**src/rtl/regfile_wb_arbiter_if.sv**
```systemverilog
// regfile_wb_arbiter_if: writeback request ports and register-file write bus.
interface regfile_wb_arbiter_if;
    logic        s0_valid;
    logic [4:0]  s0_addr;
    logic [31:0] s0_data;
    logic        s0_ready;
    logic        s1_valid;
    logic [4:0]  s1_addr;
    logic [31:0] s1_data;
    logic        s1_ready;
    logic        write_enable;
    logic [4:0]  write_addr;
    logic [31:0] write_data;
    logic        grant_id;
    logic [7:0]  drop_cnt;
    modport master (
        output s0_valid, s0_addr, s0_data, s1_valid, s1_addr, s1_data,
        input  s0_ready, s1_ready, write_enable, write_addr, write_data, grant_id, drop_cnt
    );
    modport slave (
        input  s0_valid, s0_addr, s0_data, s1_valid, s1_addr, s1_data,
        output s0_ready, s1_ready, write_enable, write_addr, write_data, grant_id, drop_cnt
    );
endinterface

```
**src/rtl/regfile_wb_arbiter.sv**
```systemverilog
// regfile_wb_arbiter: two-port writeback arbiter, ALU priority with load-port anti-starvation.
module regfile_wb_arbiter #(
    parameter int STARVE_MAX = 3
) (
    input logic clk,
    input logic rst_n,
    regfile_wb_arbiter_if.slave wb
);
    logic [3:0]  starve_q, starve_d;
    logic        we_q, we_d;
    logic [4:0]  addr_q, addr_d;
    logic [31:0] data_q, data_d;
    logic        gid_q, gid_d;
    logic [7:0]  drop_q, drop_d;
    logic        force1, t0, t1, xfer;
    logic [4:0]  sel_addr;
    logic [31:0] sel_data;

    always_comb begin
        force1    = wb.s1_valid && (starve_q == 4'(STARVE_MAX));
        wb.s0_ready = !force1;
        wb.s1_ready = force1 || !wb.s0_valid;
        t0        = wb.s0_valid && wb.s0_ready;
        t1        = wb.s1_valid && wb.s1_ready;
        xfer      = t0 || t1;
        sel_addr  = t1 ? wb.s1_addr : wb.s0_addr;
        sel_data  = t1 ? wb.s1_data : wb.s0_data;
        starve_d  = (t1 || !wb.s1_valid) ? 4'd0 :
                    (starve_q == 4'(STARVE_MAX)) ? starve_q : starve_q + 4'd1;
        we_d      = xfer && (sel_addr != 5'd31);
        addr_d    = xfer ? sel_addr : addr_q;
        data_d    = xfer ? sel_data : data_q;
        gid_d     = xfer ? t1 : gid_q;
        // Writes to r31 are swallowed; count them without wrapping.
        drop_d    = (xfer && sel_addr == 5'd31 && drop_q != 8'hFF) ? drop_q + 8'd1 : drop_q;
    end

    always_ff @(posedge clk or negedge rst_n) begin
        if (!rst_n) begin
            starve_q <= '0;
            we_q     <= 1'b0;
            addr_q   <= '0;
            data_q   <= '0;
            gid_q    <= 1'b0;
            drop_q   <= '0;
        end else begin
            starve_q <= starve_d;
            we_q     <= we_d;
            addr_q   <= addr_d;
            data_q   <= data_d;
            gid_q    <= gid_d;
            drop_q   <= drop_d;
        end
    end

    assign wb.write_enable = we_q;
    assign wb.write_addr   = addr_q;
    assign wb.write_data   = data_q;
    assign wb.grant_id     = gid_q;
    assign wb.drop_cnt     = drop_q;
endmodule

```
**src/flat_wrapper.sv**
```systemverilog
// flat-port wrapper written by rule: the top's interface ports become plain ports
module regfile_wb_arbiter_flat 
#(
    parameter int STARVE_MAX = 3
)
  (clk, rst_n, wb_s0_valid, wb_s0_addr, wb_s0_data, wb_s1_valid, wb_s1_addr, wb_s1_data, wb_s0_ready, wb_s1_ready, wb_write_enable, wb_write_addr, wb_write_data, wb_grant_id, wb_drop_cnt);
  regfile_wb_arbiter_if wb_i ();
  input logic clk;
  input logic rst_n;
  input wire logic [$bits(wb_i.s0_valid)-1:0] wb_s0_valid;
  input wire logic [$bits(wb_i.s0_addr)-1:0] wb_s0_addr;
  input wire logic [$bits(wb_i.s0_data)-1:0] wb_s0_data;
  input wire logic [$bits(wb_i.s1_valid)-1:0] wb_s1_valid;
  input wire logic [$bits(wb_i.s1_addr)-1:0] wb_s1_addr;
  input wire logic [$bits(wb_i.s1_data)-1:0] wb_s1_data;
  output wire logic [$bits(wb_i.s0_ready)-1:0] wb_s0_ready;
  output wire logic [$bits(wb_i.s1_ready)-1:0] wb_s1_ready;
  output wire logic [$bits(wb_i.write_enable)-1:0] wb_write_enable;
  output wire logic [$bits(wb_i.write_addr)-1:0] wb_write_addr;
  output wire logic [$bits(wb_i.write_data)-1:0] wb_write_data;
  output wire logic [$bits(wb_i.grant_id)-1:0] wb_grant_id;
  output wire logic [$bits(wb_i.drop_cnt)-1:0] wb_drop_cnt;
  assign wb_i.s0_valid = wb_s0_valid;
  assign wb_i.s0_addr = wb_s0_addr;
  assign wb_i.s0_data = wb_s0_data;
  assign wb_i.s1_valid = wb_s1_valid;
  assign wb_i.s1_addr = wb_s1_addr;
  assign wb_i.s1_data = wb_s1_data;
  assign wb_s0_ready = wb_i.s0_ready;
  assign wb_s1_ready = wb_i.s1_ready;
  assign wb_write_enable = wb_i.write_enable;
  assign wb_write_addr = wb_i.write_addr;
  assign wb_write_data = wb_i.write_data;
  assign wb_grant_id = wb_i.grant_id;
  assign wb_drop_cnt = wb_i.drop_cnt;
  regfile_wb_arbiter #(.STARVE_MAX(STARVE_MAX)) u_core (.clk(clk), .rst_n(rst_n), .wb(wb_i));
endmodule
```
**config.mk**
```make
export PLATFORM = sky130hd
export DESIGN_NAME = regfile_wb_arbiter_flat
export DESIGN_NICKNAME = d
export VERILOG_FILES = /design/src/rtl/regfile_wb_arbiter_if.sv /design/src/rtl/regfile_wb_arbiter.sv /design/src/flat_wrapper.sv
export SDC_FILE = /design/constraint.sdc
export NUM_CORES = 1
export LEC_CHECK = 0
export CORE_MARGIN = 3
export CORE_UTILIZATION = 24
export DETAILED_ROUTE_END_ITERATION = 7
export GPL_TIMING_DRIVEN = 0
export HOLD_SLACK_MARGIN = 0.06
export PLACE_DENSITY_LB_ADDON = 0.08
export RECOVER_POWER = 50
export SLEW_MARGIN = 20
export SYNTH_ARGS = -nofsm -noshare
export SYNTH_HDL_FRONTEND = slang
export SYNTH_SLANG_ARGS = --single-unit
```
**constraint.sdc**
```tcl
create_clock -name clk -period 1.95 [get_ports clk]
set_clock_uncertainty 0.05 [all_clocks]
set_input_delay 0.39 -clock clk [delete_from_list [all_inputs] [get_ports clk]]
set_output_delay 0.39 -clock clk [all_outputs]
set_load 0.05 [all_outputs]
```
==> results.toml <==
[sta]
worst_slack_ps = -86.0
final_hold_viol_count = 0
maxSlewViolCount = 0
period_share = 1.04
grt_setup_unrepaired = "true"
setup_viol = 5
fin_setup_tns_ps = -221
clock.fmax_ghz = 0.491
slew_headroom = 0.497
worst_slew_pin_slew_ps = 754
fin_crit_ps = 2040

[drt]
vias = 2259
wl_per_cell_um = 15.7
wirelength_um = 8060
drc = 0
viasPerCell = 4.41
first_pass_iters = 4
drtIter0Drc = 59
antenna_left = 0

[final_layout]
mostFrequentLayoutCell = "clkdlybuf4s50_1"
diodes = 0
most-common-layout-cells = "77 x clkdlybuf4s50_1, 49 x dfrtp_1, 45 x nand2_1, 37 x o21ai_1, 36 x mux2i_1"
nFillCells = 991
area_delta_synth_final_pct = 74.0
drive_above_1_share = 0.116
nNetsFinal = 459

[die]
die_width_um = 107
fp.dieH_um = 107
pin_count = 127
row_count = 36
core_sq_um = 9820
die-area_sq_um = 11400
start_util = 0.247

[clocking]
clkTransAtPathRegs_ps = 90
cts-htree-levels = 2
clk_latency_ps = 300
clockBufferDepth = 2
clock-sinks = 51
root_buffer = "clkbuf_8"
numCtsBuffers = 5
cts_tree = "built"

[place]
dpl.hpwl_um = 5790
gp_congestion = 0.718
place.port_buffers = 125
dp_slack_ps = -923

[synth]
synth_top_area_cell = "dfrtp_1"
synth_top_flop_cell = "dfrtp_1"
ys_warn_count = 0
yosysUniqueCellTypes = 28
ys_ff_latch = 51
syn_nets = 315
synth-edff-count = 0
synth_top_area_frac = 0.526
synthCells = 235
synth.area.top_cells = "dfrtp_1 53%, mux2i_1 15%, o21ai_1 7.6%"
synth.avg_cell_area_sq_um = 10.3
netlist_area_sq_um = 2430
synthArstFlopShare = 1.00
ys_seq_area_frac = 0.526

[run_status]
outcome = "complete, but fails checks"
violations = "negative setup slack"

[critical_path]
cp_cell_sequence = "ha_4, or3b_4, a211o_4, a211oi_2, mux2_1"
slowest_delay_ps = 400
path_delay_family = "compound AO/OA/AOI/OAI gates"
crit_cells = 5
crit_buf_inv = 0
r2r_end = "u_core.wb.drop_cnt[7]$_DFFE_PN0P_"
slowest_stage = "dfrtp_1"
reg2reg_depth = 5
start_kind = "register"
cp-end-kind = "register"
rrSetupSlack_ps = -90
arrival_ps = 2180
path_class = "register to register"
crit_start = "u_core.starve_q[1]$_DFFE_PN0P_"
r2r-start = "u_core.starve_q[1]$_DFFE_PN0P_"
critPathRequiredTime_ps = 2090
cp-endpoint = "u_core.wb.drop_cnt[7]$_DFFE_PN0P_"
critPathMaxFanout = 4

[global_route]
grt_overflow = 0
grt_pass1_wl_um = 12400
grt_max_degree = 27
grtUsageTotal = 0.139
first_global_vias = 2316
antenna_found_initial = 0

[power]
p_per_area_nw_per_um2 = 687
ir_drop_uv = 483
leakage_uw = 0.00216

[worst_hold_path]
holdCritPathClass = "register to register"

[flow_run]
maxCapViolCount = 0
==> repair_timing <==
item	CTS	global route
endpoints found under the hold margin	25	0
setup endpoints to repair	37	46
pin swaps	2	2
gates resized for setup	29	39
setup buffers	4	8
cloned	0	1
hold buffers	1	0
==> where the power goes <==
| part | switching [uW] | internal, uW | total [uW] |
|---|---|---|---|
| logic | 615 | 413 | 1030 |
| clock network | 361 | 280 | 641 |
| registers | 72.1 | 1160 | 1240 |
==> how the worst min path moves through the flow <==
stage,cells after the start,start,slack (ps),to
floorplan,0,rst_n,40,u_core.starve_q[0]$_DFFE_PN0P_
global placement,2,u_core.wb.grant_id$_DFFE_PN0P_,440,u_core.wb.grant_id$_DFFE_PN0P_
detailed placement,1,rst_n,290,u_core.wb.write_data[18]$_DFFE_PN0P_
CTS,2,u_core.wb.grant_id$_DFFE_PN0P_,470,u_core.wb.grant_id$_DFFE_PN0P_
global route,1,u_core.wb.drop_cnt[0]$_DFFE_PN0P_,500,u_core.wb.drop_cnt[0]$_DFFE_PN0P_
finish,2,u_core.wb.grant_id$_DFFE_PN0P_,460,u_core.wb.grant_id$_DFFE_PN0P_
==> synth_stat cells, types with 2 or more instances <==
master,number
nor2_1,8
a21oi_1,3
o21ai_1,37
xor2_1,4
a2bb2oi_1,2
a211oi_2,3
nand2_1,45
dfrtp_1,51
inv_1,3
mux2_1,4
and2_1,2
clkbuf_1,8
ha_1,2
buf_1,3
buf_2,3
nand3_1,8
mux2i_1,36
and3_1,3
==> cell families (layout without fill, tap and decap cells) <==
group | count (synthesis) | count (layout) | share of synthesized area
buf+inv | 18 | 162 | 0.0294
mux | 41 | 41 | 0.172
simple gates | 71 | 71 | 0.130
flops | 51 | 51 | 0.526
xor+xnor | 5 | 5 | 0.0180
compound gates | 47 | 47 | 0.115
fa+ha+maj | 2 | 2 | 0.0103
==> final cells by class <==
class / instances / area [sq um] / area share
flip-flops and latches: 51 / 1280 / 0.303
plain buffers: 11 / 68.8 / 0.0163
clock inverters: 1 / 5.00 / 0.00118
multi-input cells: 166 / 1140 / 0.270
clock buffers: 6 / 82.6 / 0.0195
repair buffers: 140 / 1460 / 0.344
inverters: 4 / 27.5 / 0.00651
well taps: 133 / 166 / 0.0394
==> registers in the layout (all words and copies together), names as in the netlist <==
| signal | flops |
|---|---|
| u_core.wb.write_enable | 1 |
| u_core.wb.grant_id | 1 |
| u_core.wb.drop_cnt | 8 |
| u_core.wb.write_addr | 5 |
| u_core.wb.write_data | 32 |
| u_core.starve_q | 4 |
==> through the flow <==
step	util	total power (uW)	std cells	instance area [sq um]	hold WS, ps
final	0.430	2900	512	4230	457
after global routing	0.430	3070	512	4230	500
after CTS	0.413	2950	504	4060	470
after detailed placement	0.400	2290	494	3930	293
after global placement	0.398	2280	493	3910	438
after floorplan	-	1830	235	2490	44.4
==> routing by layer <==
| metal | global-route usage | share of wire | vias up |
|---|---|---|---|
| met2 | 0.231 | 0.48 | 81 |
| li1 | - | - | 1099 |
| met3 | 0.0415 | 0.080 | 2 |
| met5 | 0 | 0 | - |
| met4 | 0.0329 | 0.0055 | 0 |
| met1 | 0.179 | 0.43 | 1077 |
==> worst reg2reg max path: cells and delay by family (launching register included) <==
kind	cells	cell delay (ps)
AOI/OAI and AO/OA	2	600
adders and majority gates	1	170
DFF	1	400
muxes	1	330
and+or+nand+nor	1	390
No activity file was read; power rests on OpenSTA's default activity.
